## src/rtl/matrix_multiplier_pkg.sv

```systemverilog
// Shared types and sizing helpers for the streaming matrix multiplier.
package matrix_multiplier_pkg;

  typedef enum logic [2:0] {
    IDLE = 3'd0,
    INIT = 3'd1,
    LOAD = 3'd2,
    COMP = 3'd3,
    OUT  = 3'd4
  } state_t;

  localparam int N_DEF  = 2;
  localparam int M_DEF  = 2;
  localparam int DW_DEF = 8;

  // Accumulator width: 3*DW covers 2*DW+clog2(M) for any practical M.
  function automatic int rw_calc(input int dw);
    return 3 * dw;
  endfunction

  // Index width that never collapses to zero bits.
  function automatic int clog2_min1(input int v);
    return (v <= 2) ? 1 : $clog2(v);
  endfunction

endpackage

```

## src/rtl/matrix_multiplier_mac.sv

```systemverilog
// Combinational DW x DW unsigned multiply plus RW-bit accumulate; zero latency.
module mm_mac
  import matrix_multiplier_pkg::*;
#(
  parameter int DW = DW_DEF,
  parameter int RW = rw_calc(DW_DEF)
) (
  input  logic [DW-1:0] i_a,
  input  logic [DW-1:0] i_b,
  input  logic [RW-1:0] i_acc,
  output logic [RW-1:0] o_sum
);

  logic [2*DW-1:0] w_prod;

  assign w_prod = {{DW{1'b0}}, i_a} * {{DW{1'b0}}, i_b};
  assign o_sum  = i_acc + {{(RW-2*DW){1'b0}}, w_prod};

endmodule

```

## src/rtl/matrix_multiplier.sv

```systemverilog
// Loads A (NxM) and B (MxN) one element per clock, computes C=A*B with one shared MAC,
// streams C row-major; fixed latency 2+2NM+NNM edges to first output, no backpressure.
module matrix_multiplier
  import matrix_multiplier_pkg::*;
#(
  parameter int N  = N_DEF,
  parameter int M  = M_DEF,
  parameter int DW = DW_DEF,
  parameter int RW = rw_calc(DW_DEF)
) (
  input  logic          clk,
  input  logic          rst,
  input  logic          start,
  input  logic [DW-1:0] inData,
  output logic          done,
  output logic [DW-1:0] outData,
  output logic          overflow
);

  localparam int NA  = N * M;
  localparam int NB  = M * N;
  localparam int NC  = N * N;
  localparam int LW  = clog2_min1(NA + NB);
  localparam int AIW = clog2_min1(NA);
  localparam int BIW = clog2_min1(NB);
  localparam int CIW = clog2_min1(NC);
  localparam int OW  = clog2_min1(NC + 1);
  localparam int IW  = clog2_min1(N);
  localparam int KW  = clog2_min1(M);

  localparam logic [LW-1:0] L_LAST = LW'(NA + NB - 1);
  localparam logic [LW-1:0] L_NA   = LW'(NA);
  localparam logic [IW-1:0] N_LAST = IW'(N - 1);
  localparam logic [KW-1:0] M_LAST = KW'(M - 1);
  localparam logic [OW-1:0] O_END  = OW'(NC);

  state_t        r_state;
  logic [LW-1:0] r_cnt;
  logic [IW-1:0] r_i;
  logic [IW-1:0] r_j;
  logic [KW-1:0] r_k;
  logic [OW-1:0] r_oidx;
  logic [DW-1:0] r_a [NA];
  logic [DW-1:0] r_b [NB];
  logic [RW-1:0] r_c [NC];
  logic          r_done;
  logic [DW-1:0] r_out;
  logic          r_ovf;

  logic [AIW-1:0] w_a_idx;
  logic [BIW-1:0] w_b_idx;
  logic [CIW-1:0] w_c_idx;
  logic [RW-1:0]  w_sum;
  logic [RW-1:0]  w_c_out;

  assign w_a_idx = AIW'(r_i * M + r_k);
  assign w_b_idx = BIW'(r_k * N + r_j);
  assign w_c_idx = CIW'(r_i * N + r_j);
  assign w_c_out = r_c[CIW'(r_oidx)];

  mm_mac #(
    .DW (DW),
    .RW (RW)
  ) u_mac (
    .i_a   (r_a[w_a_idx]),
    .i_b   (r_b[w_b_idx]),
    .i_acc (r_c[w_c_idx]),
    .o_sum (w_sum)
  );

  always_ff @(posedge clk) begin
    if (rst) begin
      r_state <= IDLE;
      r_cnt   <= '0;
      r_i     <= '0;
      r_j     <= '0;
      r_k     <= '0;
      r_oidx  <= '0;
      r_done  <= 1'b0;
      r_out   <= '0;
      r_ovf   <= 1'b0;
      for (int n = 0; n < NA; n++) r_a[n] <= '0;
      for (int n = 0; n < NB; n++) r_b[n] <= '0;
      for (int n = 0; n < NC; n++) r_c[n] <= '0;
    end else begin
      case (r_state)
        IDLE: begin
          r_done <= 1'b0;
          r_out  <= '0;
          r_ovf  <= 1'b0;
          if (start) r_state <= INIT;
        end
        INIT: begin
          r_cnt  <= '0;
          r_i    <= '0;
          r_j    <= '0;
          r_k    <= '0;
          r_oidx <= '0;
          for (int n = 0; n < NC; n++) r_c[n] <= '0;
          r_state <= LOAD;
        end
        LOAD: begin
          // A occupies the first NA slots of the stream, B the rest.
          if (r_cnt < L_NA) r_a[AIW'(r_cnt)] <= inData;
          else              r_b[BIW'(r_cnt - L_NA)] <= inData;
          if (r_cnt == L_LAST) begin
            r_cnt   <= '0;
            r_state <= COMP;
          end else begin
            r_cnt <= r_cnt + 1'b1;
          end
        end
        COMP: begin
          r_c[w_c_idx] <= w_sum;
          if (r_k == M_LAST) begin
            r_k <= '0;
            if (r_j == N_LAST) begin
              r_j <= '0;
              if (r_i == N_LAST) begin
                r_i     <= '0;
                r_state <= OUT;
              end else begin
                r_i <= r_i + 1'b1;
              end
            end else begin
              r_j <= r_j + 1'b1;
            end
          end else begin
            r_k <= r_k + 1'b1;
          end
        end
        OUT: begin
          // One extra edge past the last element drops done and returns to IDLE.
          if (r_oidx == O_END) begin
            r_oidx  <= '0;
            r_done  <= 1'b0;
            r_out   <= '0;
            r_ovf   <= 1'b0;
            r_state <= IDLE;
          end else begin
            r_oidx <= r_oidx + 1'b1;
            r_done <= 1'b1;
            r_out  <= w_c_out[DW-1:0];
            r_ovf  <= |w_c_out[RW-1:DW];
          end
        end
        default: r_state <= IDLE;
      endcase
    end
  end

  assign done     = r_done;
  assign outData  = r_out;
  assign overflow = r_ovf;

endmodule

```

## config.mk

```make
export PLATFORM = sky130hd
export DESIGN_NAME = matrix_multiplier
export DESIGN_NICKNAME = d
export VERILOG_FILES = /design/src/rtl/matrix_multiplier_pkg.sv /design/src/rtl/matrix_multiplier_mac.sv /design/src/rtl/matrix_multiplier.sv
export SDC_FILE = /design/constraint.sdc
export NUM_CORES = 1
export LEC_CHECK = 0
export BUFFER_PORTS_ARGS = -buffer_cell sky130_fd_sc_hd__buf_2
export CORE_ASPECT_RATIO = 0.7
export CORE_MARGIN = 2
export CORE_UTILIZATION = 40
export DETAILED_ROUTE_END_ITERATION = 12
export GPL_ROUTABILITY_DRIVEN = 0
export PLACE_DENSITY_LB_ADDON = 0.08
export SLEW_MARGIN = 5
export SYNTH_ARGS = -nofsm -noshare
export SYNTH_HDL_FRONTEND = slang
export SYNTH_SLANG_ARGS = --single-unit
```

## constraint.sdc

```tcl
create_clock -name clk -period 9.55 [get_ports clk]
set_input_delay 0.4775 -clock clk [delete_from_list [all_inputs] [get_ports clk]]
set_output_delay 0.4775 -clock clk [all_outputs]
set_load 0.005 [all_outputs]
```

==> run_results.csv, run 1 <==
group,metric,value,unit
pwr,switching_power,0.675,mW
placement,dp_cells,1303,
route,drt_pass1_iterations,5,
logic_synthesis,seq_area_frac_synth,0.478,
logic_synthesis,yosys.area.top_type,"edfxtp_1",
clock_network,htreeDepth,4,
logic_synthesis,synth_edf_count,160,
cells_and_area,nFillCells,2557,
timing,rsz0062_at_grt,"false",
clock_network,cts.clk_slew.worst_paths,0.08,ns
logic_synthesis,ys_ff_latch,184,
timing,fmax,156,MHz
logic_synthesis,synth_top_area_share,0.435,
route,wl,27400,microns
timing,worst_pin_slew,1.09,ns
timing,slew_headroom,0.274,
pwr,seq_power_share,0.441,
timing,finalCriticalPeriod,6.41,ns
clock_network,cts_buffers,17,
timing,slew_viol_final,0,
logic_synthesis,synthFlopType,"edfxtp_1",
timing,setup_viol,0,
floorplanning,die-area,29000,sq um
clock_network,clockBufferDepth,2,
floorplanning,core,27000,sq um
floorplanning,row_count,50,
worst_hold_path,min_to,"r_state[0]",
grt,antenna_found_initial,0,
clock_network,cts_num_sinks,184,
setup_path,worstSetupPathType,"register to register",
clock_network,cts_root_buf,"clkbuf_16",
floorplanning,io_pins,21,
pwr,intPower,1.44,mW
pwr,ir_drop,0.111,mV
pwr,p_per_area,174,nW/um^2
logic_synthesis,syn-num-nets,1049,
grt,grt.overflow.total,0,
clock_network,post_cts_resized,0,
setup_path,end_kind,"register",
cells_and_area,final_cells,1335,
setup_path,r2r-start,"r_i",
floorplanning,fp.dieW,203,microns
clock_network,clock_latency,0.44,ns
pwr,leakagePower,4.85,nW
pwr,combPwrFrac,0.213,
setup_path,cp-start-kind,"register",
grt,grt_first_pass_wirelength,44300,microns
setup_path,worstPathArrival,6.59,ns
grt,grt_max_degree,40,
setup_path,crit_fanout,39,
timing,final.setup.tns,0,ns
setup_path,rrSetupSlack,3.14,ns
pwr,p_clk_frac,0.346,
worst_hold_path,hold_path_startpoint,"start",
pwr,swShare,0.319,
cells_and_area,area_growth,9.97,%
clock_network,cts_hold_buf,0,
job,max_cap_viol_count,0,
placement,hpwlAfterDp,20300,microns
logic_synthesis,syn_area_per_cell,11.7,sq um
route,vias_per_cell,5.37,
clock_network,tritoncts,"built",
worst_hold_path,hold_depth,3,
timing,hold_viol_final,0,
setup_path,required,9.73,ns
logic_synthesis,ys_async_sr_fraction,0,
logic_synthesis,netlist_instances,943,
route,avgRoutedWirePerCell,20.5,microns
status,outcome,"completed",
route,ant_nets,0,
logic_synthesis,synth_area_leaders,"edfxtp_1 43%, mux4_2 9.6%, fa_1 9.1%, ha_1 5.1%, and2_1 4.8%",
timing,post-route-period-util,0.672,
cells_and_area,fin_nets,1064,
route,drt_iter0_markers,608,
floorplanning,dieHeight,143,microns
cells_and_area,drive_gt1_frac,0.131,
grt,first_global_vias,7253,
setup_path,ff2ff_path_depth,16,
route,vias,7175,
route,drcViolationCount,0,
logic_synthesis,ys_warn_count,0,
worst_hold_path,min-delay-path-class,"input port to register",
floorplanning,start_util,0.410,
grt,grt_usage,0.205,
placement,port-buffer-count,20,
clock_network,post-cts-setup-buffers,0,
cells_and_area,n_antenna_cell,0,
logic_synthesis,synth.distinct_cells,55,
timing,finalClockSkew,0.0138,ns
logic_synthesis,netlist_area,11100,sq um
setup_path,rr_endpoint,"r_c[3][16]",
[worst max-delay path by stage]
| stage | startpoint | endpoint | slack (ns) | cells after the start |
|---|---|---|---|---|
| 2_1_floorplan | r_k | r_c[0][20] | 4.00 | 18 |
| 3_3_place_gp | r_i | r_c[1][16] | 3.20 | 16 |
| 3_5_place_dp | r_i | r_c[2][16] | 3.21 | 16 |
| 4_1_cts | r_i | r_c[1][16] | 3.20 | 16 |
| 5_1_grt | r_i | r_c[2][21] | 2.91 | 16 |
| 6_report | r_i | r_c[3][16] | 3.14 | 16 |
[through the flow]
step                setup slack, ns  hold WS [ns]  instance area [sq um]  power (mW)  utilization
finish                         3.14         0.329                  12200        2.11        0.451
global route                   2.91         0.388                  12200        2.22        0.451
CTS                            3.20         0.324                  12200        2.13        0.451
detailed placement             3.21         0.471                  11600        1.40        0.429
global placement               3.20         0.468                  11600        1.40        0.429
floorplan                      4.00         0.471                  11100        1.25            -
[final cells by class]
cell class	count	area (sq um)	share of cell area
timing repair buffer	34	205	0.0169
clock inverter	15	179	0.0147
clock buffer	17	425	0.0350
multi-input combinational	612	5200	0.427
inverter	109	409	0.0336
sequential	184	5290	0.435
tap	364	455	0.0375
[routing by layer]
metal	vias to the layer above	global-route usage	share of wire
li1	3330	-	-
met4	0	0.0434	0.011
met1	3630	0.342	0.55
met3	23	0.0351	0.052
met5	-	0	0
met2	192	0.270	0.39
[synthesized netlist by cell type, types with 4 or more instances]
cell type,count
o21a_1,6
and2_1,84
xnor2_1,6
nor2b_1,7
edfxtp_1,160
a21oi_1,27
o21ai_0,14
inv_1,109
a22oi_1,10
nand2_1,57
a21o_1,4
clkbuf_1,24
or2_2,5
nor3_1,17
dfxtp_1,24
nor2_1,126
and2b_1,4
and3_1,19
nand3_1,6
buf_2,9
a22o_1,4
nand4_1,8
nand2b_1,5
xor2_1,12
mux4_2,47
ha_1,45
nor4_1,14
fa_1,50
[kinds of logic after synthesis]
| group | synth area share |
|---|---|
| flip-flops | 0.478 |
| XOR/XNOR | 0.0143 |
| multiplexers | 0.0991 |
| adder cells (fa/ha/maj) | 0.141 |
| AND/OR/NAND/NOR | 0.165 |
| AO/OA/AOI/OAI | 0.0500 |
| buffers and inverters | 0.0519 |
[placed cells by master (no fill, tap or decap), types with 10 or more instances in the layout]
cell	instances
nor3_1	17
nand2_1	57
and2_1	84
buf_2	20
nor4_1	14
inv_1	109
a22oi_1	10
and3_1	19
dfxtp_1	22
o21ai_0	14
edfxtp_1	160
buf_4	14
xor2_1	12
fa_1	50
nor2_1	126
ha_1	45
clkbuf_16	17
a21oi_1	27
mux4_2	47
[worst max-delay path, stage by stage (launching register included)]
cell and delay, ns:
dfxtp_2 1.04, mux4_2 0.53, and2_1 0.20, fa_1 0.55, inv_1 0.06, fa_1 0.57, fa_1 0.45, fa_1 0.50
inv_1 0.04, ha_1 0.37, a21o_1 0.25, a31oi_1 0.29, nand3_1 0.20, a21boi_1 0.38, nor3_1 0.08, nor3_1 0.53
nor2_1 0.08
[registers in the layout, indices dropped and copies added (netlist names), named ones only]
signal,count
r_k,1
done,1
r_b,32
r_a,32
r_j,1
outData,8
r_oidx,3
r_state,3
r_cnt,3
r_c,96
r_i,1
overflow,1
[power by group through the flow]
stage / Sequential (mW) / Clock, mW / Combinational, mW
finish: 0.933 / 0.731 / 0.451
detailed placement: 0.950 / 0 / 0.448
CTS: 0.932 / 0.742 / 0.451
global route: 0.937 / 0.774 / 0.511
floorplan: 0.939 / 0 / 0.313
global placement: 0.950 / 0 / 0.448
Power figures use the tool's default switching activity.
==> run 2: changes to the inputs <==
--- a/config.mk
+++ b/config.mk
@@ -5,6 +5,7 @@
 export SDC_FILE = /design/constraint.sdc
 export NUM_CORES = 1
 export LEC_CHECK = 0
+export ABC_AREA = 1
 export BUFFER_PORTS_ARGS = -buffer_cell sky130_fd_sc_hd__buf_2
 export CORE_ASPECT_RATIO = 0.7
 export CORE_MARGIN = 2
==> constraint.sdc (replaced) <==
create_clock -name clk -period 6.7 [get_ports clk]
set_input_delay 0.335 -clock clk [delete_from_list [all_inputs] [get_ports clk]]
set_output_delay 0.335 -clock clk [all_outputs]
set_load 0.005 [all_outputs]
==> run_results.csv, run 2 <==
group,metric,value,unit
setup_path,worstPathArrival,6.08,ns
cells_and_area,top_register,"r_c",
clock_network,post_cts_resized,0,
setup_path,crit_fanout,22,
grt,grt_first_pass_wirelength,49800,microns
placement,port-buffer-count,20,
route,ant_nets,0,
logic_synthesis,netlist_area,11200,sq um
logic_synthesis,yosysMostFrequentCell,"nand2_1",
logic_synthesis,synth_edf_count,160,
setup_path,ff2ff_path_depth,18,
setup_path,cp-start-kind,"register",
setup_path,end_kind,"register",
cells_and_area,fin_area,12300,sq um
setup_path,rrSetupSlack,0.80,ns
setup_path,cpMostUsedCell,"fa_1",
worst_hold_path,hold_depth,2,
setup_path,cpPeakStageDelay,0.78,ns
floorplanning,core,27700,sq um
logic_synthesis,yosys.area.top_type,"edfxtp_1",
timing,post-route-period-util,0.881,
cells_and_area,area_growth,9.66,%
route,vias,8632,
clock_network,htreeDepth,4,
cells_and_area,multi_input_area,5050,sq um
logic_synthesis,ys_ff_latch,184,
cells_and_area,nFillCells,2772,
clock_network,tritoncts,"built",
grt,first_global_vias,8332,
timing,worst_pin_slew,1.24,ns
floorplanning,fp.dieW,204,microns
setup_path,worstSetupPathType,"register to register",
cells_and_area,n_antenna_cell,0,
clock_network,cts_buffers,17,
grt,grt.overflow.total,0,
timing,setup_viol,0,
logic_synthesis,netlist_instances,1249,
clock_network,clockBufferDepth,2,
route,drt_iter0_markers,870,
logic_synthesis,synth_common_cells,"257 x nand2_1, 247 x nor2_1, 176 x inv_1",
logic_synthesis,synthFlopType,"edfxtp_1",
floorplanning,dieHeight,144,microns
route,drcViolationCount,0,
logic_synthesis,seq_area_frac_synth,0.471,
timing,rsz0062_at_grt,"false",
clock_network,cts_root_buf,"clkbuf_16",
route,avgRoutedWirePerCell,19.3,microns
cells_and_area,layout_common_cells,"257 x nand2_1, 247 x nor2_1, 176 x inv_1",
grt,grt_usage,0.229,
worst_hold_path,min_to,"r_state[0]",
job,max_cap_viol_count,0,
status,outcome,"completed",
cells_and_area,final_cells,1647,
cells_and_area,largest_reg_flops,96,
placement,hpwlAfterDp,23400,microns
timing,finalClockSkew,0.0182,ns
timing,hold_viol_final,0,
route,drt_pass1_iterations,5,
worst_hold_path,hold_path_startpoint,"rst",
floorplanning,row_count,51,
cells_and_area,fin_nets,1369,
logic_synthesis,synth.distinct_cells,45,
logic_synthesis,ys_async_sr_fraction,0,
grt,grt_max_degree,35,
clock_network,cts.clk_slew.worst_paths,0.08,ns
setup_path,r2r-start,"r_i",
logic_synthesis,ys_warn_count,0,
cells_and_area,drive_gt1_frac,0.0768,
worst_hold_path,min-delay-path-class,"input port to register",
clock_network,cts_hold_buf,0,
clock_network,cts_num_sinks,184,
logic_synthesis,synth_area_leaders,"edfxtp_1 43%, fa_1 8.9%, nand2_1 8.6%, nor2_1 8.3%, inv_1 5.9%",
timing,slew_headroom,0.170,
setup_path,rr_endpoint,"r_c[2][15]",
cells_and_area,seq_area,5290,sq um
route,wl,31800,microns
placement,dp_cells,1615,
logic_synthesis,synth_top_area_share,0.429,
cells_and_area,layout_commonest_cell,"nand2_1",
floorplanning,io_pins,21,
floorplanning,die-area,29400,sq um
timing,finalCriticalPeriod,5.90,ns
timing,final.setup.tns,0,ns
clock_network,post-cts-setup-buffers,0,
placement,placed_area,11700,sq um
logic_synthesis,syn_area_per_cell,8.98,sq um
timing,slew_viol_final,0,
grt,antenna_found_initial,0,
setup_path,crit_slowest_cell,"a221oi_1",
timing,fmax,169,MHz
cells_and_area,reg.largest.list,"r_c x96, r_a x32, r_b x32",
route,vias_per_cell,5.24,
clock_network,clock_latency,0.44,ns
setup_path,required,6.87,ns
logic_synthesis,syn-num-nets,1355,
floorplanning,start_util,0.405,
setup_path,cp_cell_sequence,"inv_2 -> nand2_2 -> o21ai_0 -> a221oi_1 -> fa_1 -> inv_1 -> fa_1 -> inv_1 -> fa_1 -> fa_1 -> inv_1 -> ha_1 -> nand2_1 -> nand3_1 -> nand2_1 -> nand3_1 -> xnor2_1 -> nor2_1",
[run 2: cell types whose count changed after synthesis, sizes merged, moves of 18 or more]
| cell | previous run | this run |
|---|---|---|
| a21oi | 27 | 57 |
| and2 | 84 | 0 |
| and3 | 19 | 1 |
| inv | 109 | 186 |
| mux4 | 48 | 0 |
| nand2 | 57 | 269 |
| nand3 | 6 | 28 |
| nor2 | 126 | 250 |
| o21ai | 16 | 44 |
[run 2: through the flow]
step	setup WS [ns]	hold WS (ns)	util
finish	0.796	0.280	0.444
global route	0.459	0.304	0.444
CTS	0.866	0.274	0.444
detailed placement	0.877	0.457	0.422
global placement	0.900	0.456	0.422
floorplan	1.79	0.454	-
[run 2: critical path: cells and delay by family, from the launching register on]
kind / cells / cell delay (ns)
AOI/OAI and AO/OA: 2 / 0.92
DFF: 1 / 0.51
buffers and inverters: 4 / 0.50
adders and majority gates: 5 / 2.18
and+or+nand+nor: 6 / 1.05
xor gates and xnor gates: 1 / 0.48
[run 2: worst max path at each step]
| stage | startpoint | endpoint | slack (ns) | cells after the start |
|---|---|---|---|---|
| 2_1_floorplan | r_k | r_c[0][17] | 1.79 | 24 |
| 3_3_place_gp | r_i | r_c[1][22] | 0.90 | 21 |
| 3_5_place_dp | r_i | r_c[2][18] | 0.88 | 21 |
| 4_1_cts | r_i | r_c[3][23] | 0.87 | 22 |
| 5_1_grt | r_k | r_c[3][17] | 0.46 | 23 |
| 6_report | r_i | r_c[2][15] | 0.80 | 18 |
[run 2: cells by family after synthesis]
kind of cell | synth area share
simple gates | 0.209
buf+inv | 0.0786
flops | 0.471
compound gates | 0.0918
fa+ha+maj | 0.139
xor+xnor | 0.00937
[run 2: per-layer routing]
layer | GRT usage | wire (microns)
met1 | 0.368 | 16600
met2 | 0.307 | 12300
met3 | 0.0491 | 2540
met4 | 0.0507 | 332
met5 | 0 | 0
[run 2: final cells by class]
type / instances / share of cell area
Clock buffer: 18 / 0.0349
Clock inverter: 14 / 0.0149
Inverter: 186 / 0.0568
Multi-Input combinational cell: 842 / 0.410
Sequential cell: 184 / 0.430
Tap cell: 371 / 0.0378
Timing Repair Buffer: 32 / 0.0155
Power of run 2 is left out: the tool's default activity adds up to more than one toggle a clock period on the data nets, which glitch-free logic cannot reach.
==> run 3: changes to the inputs <==
--- a/config.mk
+++ b/config.mk
@@ -6,11 +6,12 @@
 export NUM_CORES = 1
 export LEC_CHECK = 0
 export ABC_AREA = 1
-export BUFFER_PORTS_ARGS = -buffer_cell sky130_fd_sc_hd__buf_2
+export CAP_MARGIN = 30
 export CORE_ASPECT_RATIO = 0.7
 export CORE_MARGIN = 2
 export CORE_UTILIZATION = 40
 export DETAILED_ROUTE_END_ITERATION = 12
+export DONT_BUFFER_PORTS = 1
 export GPL_ROUTABILITY_DRIVEN = 0
 export PLACE_DENSITY_LB_ADDON = 0.08
 export SLEW_MARGIN = 5
==> run_results.csv, run 3 (synthesis gave the netlist of run 2 again) <==
group,metric,value,unit
status,outcome,"completed",
cells_and_area,seq_area,5290,sq um
timing,worst_pin_slew,0.967,ns
clock_network,cts_root_buf,"clkbuf_16",
clock_network,post_cts_resized,0,
clock_network,clock_latency,0.44,ns
route,drt_iter0_markers,917,
floorplanning,io_pins,21,
grt,grt_max_degree,35,
setup_path,cp_top_family,"adder cells",
timing,rsz0062_at_grt,"false",
placement,hpwlAfterDp,23500,microns
route,vias_per_cell,5.31,
cells_and_area,reg.largest.list,"r_c x96, r_a x32, r_b x32",
timing,slew_headroom,0.355,
clock_network,cts_num_sinks,184,
cells_and_area,fin_area,12200,sq um
cells_and_area,largest_reg_flops,96,
timing,final.setup.tns,0,ns
setup_path,worstPathArrival,6.16,ns
floorplanning,row_count,51,
setup_path,worstSetupPathType,"register to register",
setup_path,end_kind,"register",
setup_path,crit_fanout,22,
cells_and_area,layout_common_cells,"257 x nand2_1, 247 x nor2_1, 176 x inv_1",
cells_and_area,area_growth,8.59,%
setup_path,required,6.86,ns
route,ant_nets,0,
cells_and_area,drive_gt1_frac,0.0636,
route,avgRoutedWirePerCell,19.6,microns
route,drt_pass1_iterations,5,
setup_path,cp_cell_sequence,"inv_2 -> nand2_2 -> inv_2 -> a21oi_1 -> o221ai_1 -> fa_1 -> inv_1 -> fa_1 -> inv_1 -> fa_1 -> fa_1 -> inv_1 -> ha_1 -> nand2_1 -> inv_1 -> nand2_1 -> nand2_1 -> nand2_1 -> nand3_1 -> xnor2_1 -> nor2_1",
setup_path,path_buf_inv,6,
clock_network,cts.clk_slew.worst_paths,0.08,ns
cells_and_area,fin_nets,1351,
timing,finalHoldWorstSlack,0.0810,ns
cells_and_area,n_antenna_cell,0,
clock_network,tritoncts,"built",
timing,hold_viol_final,0,
worst_hold_path,min-delay-path-class,"input port to register",
cells_and_area,layout_commonest_cell,"nand2_1",
job,max_cap_viol_count,0,
floorplanning,core,27700,sq um
grt,grt.overflow.total,0,
route,drcViolationCount,0,
cells_and_area,top_register,"r_c",
timing,post-route-period-util,0.895,
setup_path,cp-start-kind,"register",
timing,fmax,167,MHz
setup_path,cpPeakStageDelay,0.65,ns
route,wl,31900,microns
grt,first_global_vias,8483,
clock_network,htreeDepth,4,
placement,port-buffer-count,0,
cells_and_area,multi_input_area,5050,sq um
clock_network,cts_buffers,17,
floorplanning,die-area,29400,sq um
clock_network,clockBufferDepth,2,
route,vias,8645,
grt,antenna_found_initial,0,
grt,grt_usage,0.230,
timing,finalCriticalPeriod,6.00,ns
cells_and_area,nFillCells,2746,
floorplanning,fp.dieW,204,microns
floorplanning,dieHeight,144,microns
grt,grt_first_pass_wirelength,50500,microns
setup_path,crit_slowest_cell,"xnor2_1",
placement,placed_area,11600,sq um
timing,setup_viol,0,
floorplanning,start_util,0.405,
timing,slew_viol_final,0,
timing,finalClockSkew,0.0187,ns
[run 3: stage by stage]
step,setup WS [ns],std cells,util
after floorplan,1.79,1249,-
after detailed placement,0.857,1596,0.419
after global placement,0.912,1596,0.419
final,0.705,1629,0.440
after CTS,0.846,1629,0.440
after global routing,0.385,1629,0.440
[run 3: worst reg2reg max path: stages, from the launching register on]
cell	delay, ns
dfxtp_1	0.51
inv_2	0.35
nand2_2	0.37
inv_2	0.22
a21oi_1	0.22
o221ai_1	0.27
fa_1	0.60
inv_1	0.05
fa_1	0.50
inv_1	0.06
fa_1	0.50
fa_1	0.49
inv_1	0.04
ha_1	0.33
nand2_1	0.10
inv_1	0.07
nand2_1	0.06
nand2_1	0.06
nand2_1	0.05
nand3_1	0.13
xnor2_1	0.65
nor2_1	0.09
[run 3: cell type report]
class	count	share of cell area
Tap cell	371	0.0381
Clock inverter	14	0.0111
Timing Repair Buffer	14	0.00884
Inverter	186	0.0573
Multi-Input combinational cell	842	0.414
Sequential cell	184	0.434
Clock buffer	18	0.0361
[run 3: what timing repair did]
action	4_1_cts	5_1_grt
hold buffers	1	0
endpoints found under the hold margin	17	0
setup endpoints to repair	0	0
setup buffers	0	0
[run 3: final timing paths]
path              from          to  slack [ns]  cells past startpoint
hold / removal     rst  r_state[1]        0.08                      3
hold reg to reg   done        done        0.50                      2
setup reg to reg   r_i  r_c[2][13]        0.70                     21
setup / recovery   r_i  r_c[2][13]        0.70                     21
[run 3: routing by layer]
layer	track usage	wire, microns
met5	0	0
met2	0.315	12500
met1	0.372	16600
met3	0.0417	2520
met4	0.0442	307
Power of run 3 is left out for the same reason.
